$ cat src/rtl/sad_pkg.sv
// Shared definitions for the SAD best-match block: FSM encoding and default widths.
package sad_pkg;

    localparam int DEF_ROW_W  = 11;
    localparam int DEF_ROWS   = 8;
    localparam int DEF_CAND_W = 6;
    localparam int DEF_ACC_W  = 14;

    typedef enum logic [1:0] {
        ST_IDLE    = 2'd0,
        ST_ACCUM   = 2'd1,
        ST_COMPARE = 2'd2,
        ST_DONE    = 2'd3
    } sad_state_t;

endpackage

$ cat src/rtl/sad_row_accumulator.sv
// Sums ROWS row-SAD values into one block SAD; flags the final row of the block.
module sad_row_accumulator #(
    parameter int ROW_W = 11,
    parameter int ROWS  = 8,
    parameter int ACC_W = 14
) (
    input  logic             clk,
    input  logic             reset_n,
    input  logic             clr,
    input  logic             en,
    input  logic [ROW_W-1:0] row_sad,
    output logic [ACC_W-1:0] acc,
    output logic             last_row
);

    localparam int RCW = $clog2(ROWS);

    logic [RCW-1:0] row_cnt;

    // ROWS is a power of two, so row_cnt wraps to zero on its own after the last row.
    always_ff @(posedge clk or negedge reset_n) begin
        if (!reset_n) begin
            acc     <= '0;
            row_cnt <= '0;
        end else if (clr) begin
            acc     <= '0;
            row_cnt <= '0;
        end else if (en) begin
            acc     <= acc + ACC_W'(row_sad);
            row_cnt <= row_cnt + 1'b1;
        end
    end

    assign last_row = (row_cnt == RCW'(ROWS - 1));

endmodule

$ cat src/rtl/sad_best_match.sv
// Accumulates per-candidate block SADs and reports the minimum and its candidate index.
//
// state      | meaning
// -----------+-------------------------------------------------------------
// ST_IDLE    | waiting for start; best_* hold the last completed result
// ST_ACCUM   | accepting row SADs for the current candidate
// ST_COMPARE | block SAD complete; update running minimum, pick next step
// ST_DONE    | one-cycle done pulse; best_* already valid
module sad_best_match
    import sad_pkg::*;
#(
    parameter int ROW_W  = DEF_ROW_W,
    parameter int ROWS   = DEF_ROWS,
    parameter int CAND_W = DEF_CAND_W,
    parameter int ACC_W  = DEF_ACC_W
) (
    input  logic              clk,
    input  logic              reset_n,
    input  logic              start,
    input  logic [CAND_W-1:0] last_cand,
    input  logic              abort,
    input  logic              row_valid,
    input  logic [ROW_W-1:0]  row_sad,
    output logic              row_ready,
    output logic              busy,
    output logic              done,
    output logic [ACC_W-1:0]  best_sad,
    output logic [CAND_W-1:0] best_idx
);

    sad_state_t        state_q, state_d;
    logic [CAND_W-1:0] last_cand_q;
    logic [CAND_W-1:0] cand_cnt_q;
    logic [CAND_W-1:0] run_idx_q;
    logic [ACC_W-1:0]  run_best_q;
    logic [ACC_W-1:0]  acc;
    logic              last_row;
    logic              acc_clr;
    logic              acc_en;
    logic              take_new;
    logic              final_cand;

    sad_row_accumulator #(
        .ROW_W (ROW_W),
        .ROWS  (ROWS),
        .ACC_W (ACC_W)
    ) u_acc (
        .clk      (clk),
        .reset_n  (reset_n),
        .clr      (acc_clr),
        .en       (acc_en),
        .row_sad  (row_sad),
        .acc      (acc),
        .last_row (last_row)
    );

    // Strict compare so ties keep the earlier candidate.
    assign take_new   = (cand_cnt_q == '0) || (acc < run_best_q);
    assign final_cand = (cand_cnt_q == last_cand_q);

    always_ff @(posedge clk or negedge reset_n) begin
        if (!reset_n) begin
            state_q <= ST_IDLE;
        end else begin
            state_q <= state_d;
        end
    end

    always_comb begin
        state_d   = state_q;
        row_ready = 1'b0;
        busy      = 1'b1;
        done      = 1'b0;
        acc_clr   = 1'b0;
        acc_en    = 1'b0;
        case (state_q)
            ST_IDLE: begin
                busy = 1'b0;
                if (start && !abort) begin
                    acc_clr = 1'b1;
                    state_d = ST_ACCUM;
                end
            end
            ST_ACCUM: begin
                row_ready = 1'b1;
                if (abort) begin
                    state_d = ST_IDLE;
                end else if (row_valid) begin
                    acc_en = 1'b1;
                    if (last_row) begin
                        state_d = ST_COMPARE;
                    end
                end
            end
            ST_COMPARE: begin
                if (abort) begin
                    state_d = ST_IDLE;
                end else if (final_cand) begin
                    state_d = ST_DONE;
                end else begin
                    acc_clr = 1'b1;
                    state_d = ST_ACCUM;
                end
            end
            ST_DONE: begin
                done    = 1'b1;
                state_d = ST_IDLE;
            end
            default: begin
                state_d = ST_IDLE;
            end
        endcase
    end

    // best_* load on the way into DONE so they are valid in the done cycle itself.
    always_ff @(posedge clk or negedge reset_n) begin
        if (!reset_n) begin
            last_cand_q <= '0;
            cand_cnt_q  <= '0;
            run_best_q  <= '0;
            run_idx_q   <= '0;
            best_sad    <= '0;
            best_idx    <= '0;
        end else if (!abort) begin
            if (state_q == ST_IDLE && start) begin
                last_cand_q <= last_cand;
                cand_cnt_q  <= '0;
            end else if (state_q == ST_COMPARE) begin
                if (take_new) begin
                    run_best_q <= acc;
                    run_idx_q  <= cand_cnt_q;
                end
                if (final_cand) begin
                    best_sad <= take_new ? acc : run_best_q;
                    best_idx <= take_new ? cand_cnt_q : run_idx_q;
                end else begin
                    cand_cnt_q <= cand_cnt_q + 1'b1;
                end
            end
        end
    end

endmodule

$ cat config.mk
export PLATFORM = sky130hd
export DESIGN_NAME = sad_best_match
export DESIGN_NICKNAME = d
export VERILOG_FILES = /design/src/rtl/sad_pkg.sv /design/src/rtl/sad_row_accumulator.sv /design/src/rtl/sad_best_match.sv
export SDC_FILE = /design/constraint.sdc
export NUM_CORES = 1
export LEC_CHECK = 0
export ABC_AREA = 1
export ABC_CLOCK_PERIOD_IN_PS = 1900
export CAP_MARGIN = 20
export CELL_PAD_IN_SITES_DETAIL_PLACEMENT = 1
export CELL_PAD_IN_SITES_GLOBAL_PLACEMENT = 2
export CORE_ASPECT_RATIO = 0.9
export CORE_MARGIN = 2
export CORE_UTILIZATION = 33
export CTS_BUF_LIST = sky130_fd_sc_hd__clkbuf_16
export CTS_CLUSTER_SIZE = 16
export DETAILED_ROUTE_END_ITERATION = 8
export PLACE_DENSITY_LB_ADDON = 0.2
export SLEW_MARGIN = 40
export SYNTH_ARGS = -nofsm -noshare
export SYNTH_HDL_FRONTEND = slang
export SYNTH_SLANG_ARGS = --single-unit
$ cat constraint.sdc
create_clock -name clk -period 1.9 [get_ports clk]
set_input_delay 0.38 -clock clk [delete_from_list [all_inputs] [get_ports clk]]
set_output_delay 0.38 -clock clk [all_outputs]
set_load 0.01 [all_outputs]
==> impl_metrics.csv, run 1 <==
group,metric,value,unit
status,status,"finished clean",
critical_path,cp-start-kind,"register",
synth,yosysTopAreaCellShare,40.8,%
placed_design,dpl_cell_area,0.00534,mm2
detailed_routing,num_vias,4195,
floorplan,io_pins,45,
pwr,vdd_drop_max,0.000674,V
synth,synth-edff-count,0,
placed_design,io_buffers,44,
clock_tree,cts-root-buf,"clkbuf_16",
critical_path,critPathMaxFanout,5,
critical_path,slowest_stage,"dfrtp_1",
detailed_routing,dr.first_iter.drc_count,125,
detailed_routing,first_pass_iters,4,
critical_path,critical_path_class,"register to register",
timing,worst_clock_skew,0.00743,ns
timing,finalMaxSlewViolations,0,
detailed_routing,drc,0,
grt,grt_use_total,19.9,%
critical_path,critical_path_arrival,2.18,ns
timing,slew_headroom,72.8,%
clock_tree,cts_buffer_depth,2,
synth,postSynthCellCount,599,
floorplan,die_w,125,um
layout,utilization,48.0,%
floorplan,core-area,0.0128,mm2
synth,ys_seq_area_share,40.8,%
timing,fin_crit_sh,99.5,%
clock_tree,clock-sinks,71,
clock_tree,numCtsBuffers,9,
layout,fin_nets,750,
synth,yosys_warnings,0,
pwr,p_clk_share,14.2,%
layout,antenna_cells,0,
flow_run,drv_cap,0,
detailed_routing,ant_nets,0,
critical_path,cp.required,2.19,ns
layout,fillCellCount,1565,
floorplan,rows,39,
pwr,power_frac_seq,21.8,%
synth,async_flop_share,100,%
floorplan,dieArea,0.0141,mm2
critical_path,slowest_delay,0.42,ns
critical_path,end_kind,"register",
pwr,power_switching,5190,uW
synth,synth_most_common_cell,"nand2_1",
detailed_routing,finalWirelength,13700,um
grt,grt-ovfl-total,0,
layout,design_area,0.00614,mm2
synth,ys_types,32,
critical_path,worstPathCellList,"ha_4 > nand2_4 > nor2_4 > nand2_4 > nor2_4 > nand2_2 > nand2_4 > nand2_8 > clkbuf_16 > nand2_4 > nand3_1 > nand2_1",
layout,ff_latch_area,0.00178,mm2
pwr,p_per_area,1780,mW/mm2
grt,grt_max_degree,22,
placed_design,dp_hpwl,9890,um
pwr,combPwrFrac,63.9,%
hold_path,worst_hold_path_type,"primary input to register",
pwr,cellInternalPower,5760,uW
timing,setup_viol,0,
grt,antenna_found_initial,0,
layout,syn_to_final_growth,41.1,%
critical_path,cpMostUsedCell,"nand2_4",
pwr,p_leak,0.00319,uW
floorplan,die_h,113,um
placed_design,dp.cells,843,
timing,worstMarginPinSlew,0.407,ns
timing,hold_viol,0,
layout,drive_above_1_share,25.4,%
grt,grt_pass1_vias,4462,
clock_tree,path_clk_slew,0.06,ns
grt,grt_pass1_wl,22400,um
detailed_routing,viasPerCell,4.83,
timing,rsz0062_at_grt,"true",
synth,syn_nets,650,
layout,stdcell_count,868,
clock_tree,tritoncts,"done",
clock_tree,h-tree-depth,3,
synth,avgSynthCellArea,7.27,um2
synth,synthesis.area,0.00435,mm2
clock_tree,clk_latency,0.35,ns
synth,synth_seq_cells,71,
placed_design,place_congestion,0.833,
pwr,switching_share,47.4,%
synth,synth_top_cell_by_area,"dfrtp_1",
synth,synthFlopType,"dfrtp_1",
floorplan,initial_core_util,34.1,%
layout,multiInputGateArea,0.00264,mm2
timing,min_period,1.89,ns
detailed_routing,routedWlPerCell,15.8,um
timing,finalSetupTns,0,ns
pwr,total_power,11000,uW
timing,timing.fmax,529,MHz
synth,yosys-top-cells-area,"dfrtp_1 (41%), nand2_1 (19%), nand3_1 (9.7%), ha_1 (8.0%), inv_1 (5.6%)",
synth,synth_common_cells,"nand2_1 (218), nand3_1 (84), dfrtp_1 (71), inv_1 (65), nor2_1 (36)",
-- logic make-up (layout without fill, tap and decap cells) --
kind of cell             Yosys count  count (layout)  synth area share, %
AO/OA/AOI/OAI                     40              40                 4.94
XOR/XNOR                          11              11                 2.21
adder cells (fa/ha/maj)           29              29                 8.51
buffers and inverters             91             196                 8.51
flip-flops                        71              71                 40.8
AND/OR/NAND/NOR                  357             357                 35.0
-- cells in the final DEF (no fill, tap or decap), types with 2 or more instances in the layout --
master / Yosys / final
ha_1: 28 / 20
clkinv_1: 0 / 4
inv_2: 9 / 14
o21ai_0: 8 / 7
nand2_1: 218 / 190
xor2_1: 10 / 10
inv_1: 65 / 60
nor3_1: 2 / 2
clkbuf_16: 0 / 10
buf_12: 0 / 3
clkdlybuf4s50_1: 0 / 40
buf_6: 2 / 5
nand2_2: 1 / 16
nor2_1: 36 / 32
dfrtp_1: 71 / 71
o21bai_1: 3 / 2
o21ai_1: 7 / 7
dlymetal6s2s_1: 0 / 2
nor2_2: 2 / 2
ha_4: 0 / 6
ha_2: 0 / 2
nor2_4: 2 / 6
a21oi_2: 1 / 8
a21oi_1: 19 / 12
clkinvlp_4: 0 / 2
nand3_1: 84 / 56
nand2_4: 1 / 13
nand4_1: 2 / 2
nand3_2: 1 / 29
buf_4: 1 / 52
nand3b_1: 2 / 2
or2_2: 4 / 4
-- sequential cells by signal (all words and copies together), names as in the netlist --
signal	count
state_q	2
run_idx_q	6
best_idx	6
u_acc.acc	14
cand_cnt_q	6
best_sad	14
u_acc.row_cnt	3
run_best_q	14
last_cand_q	6
-- power groups by stage --
stage	sequential, uW	clock (uW)	combinational [uW]
after global routing	2460	1660	7720
after CTS	2380	1600	5780
after floorplan	2330	0	3240
after detailed placement	2400	0	5260
after global placement	2370	0	5100
final	2390	1560	7000
-- per-stage QoR --
| stage | hold WS, ns | setup slack, ns |
|---|---|---|
| global route | 0.457 | -0.0810 |
| detailed placement | 0.320 | -0.382 |
| finish | 0.425 | 0.0104 |
| global placement | 0.317 | -0.357 |
| floorplan | 0.0844 | 0.184 |
| CTS | 0.482 | 0.00208 |
-- repair_timing --
item | in CTS | in global routing
resized for setup | 28 | 83
hold endpoints to repair | 11 | 0
hold buffers | 1 | 0
setup endpoints to repair | 43 | 48
cloned | 1 | 1
pin swaps | 6 | 30
buffers inserted | 2 | 4
-- per-layer routing --
| metal | global-route usage (%) | share of wire [%] |
|---|---|---|
| met5 | 0 | 0 |
| met4 | 4.15 | 0.80 |
| met3 | 4.63 | 2.1 |
| met2 | 33.8 | 49 |
| met1 | 26.1 | 48 |
-- area by class of cell --
cell class	count	share of cell area (%)
repair buffers	106	16.0
flip-flops and latches	71	28.9
multi-input cells	437	42.9
clock inverters	7	0.631
well taps	164	3.34
inverters	74	4.52
clock buffers	9	3.67
-- critical path, delay by kind of cell, from the launching register on --
kind	cells	cell delay (ns)
buffers and inverters	1	0.18
flip-flops	1	0.42
adder cells (fa/ha/maj)	1	0.31
AND/OR/NAND/NOR	10	0.90
-- worst paths after layout --
path,slack (ns),startpoint,to,cells after the start
max in group asynchronous,0.83,reset_n,u_acc.acc[9],3
min in group asynchronous,0.49,reset_n,last_cand_q[3],2
min,0.43,row_sad[0],u_acc.acc[0],4
max reg2reg,0.01,u_acc.acc[13],run_best_q[10],12
min reg2reg,0.48,best_idx[2],best_idx[2],2
max,0.01,u_acc.acc[13],run_best_q[10],12
(Power assumes the default switching activity.)
==> run 2, diff against run 1 <==
--- a/config.mk
+++ b/config.mk
@@ -14,7 +14,7 @@
 export CORE_MARGIN = 2
 export CORE_UTILIZATION = 33
 export CTS_BUF_LIST = sky130_fd_sc_hd__clkbuf_16
-export CTS_CLUSTER_SIZE = 16
+export CTS_CLUSTER_SIZE = 20
 export DETAILED_ROUTE_END_ITERATION = 8
 export PLACE_DENSITY_LB_ADDON = 0.2
 export SLEW_MARGIN = 40
==> results of run 2 <==
The final DEF is identical to that of run 1; final timing and power are the same.
==> run 3, diff against run 2 <==
--- a/config.mk
+++ b/config.mk
@@ -14,6 +14,7 @@
 export CORE_MARGIN = 2
 export CORE_UTILIZATION = 33
 export CTS_BUF_LIST = sky130_fd_sc_hd__clkbuf_16
+export CTS_CLUSTER_DIAMETER = 100
 export CTS_CLUSTER_SIZE = 20
 export DETAILED_ROUTE_END_ITERATION = 8
 export PLACE_DENSITY_LB_ADDON = 0.2
==> results of run 3 <==
The final DEF is identical to that of run 1; final timing and power are the same.
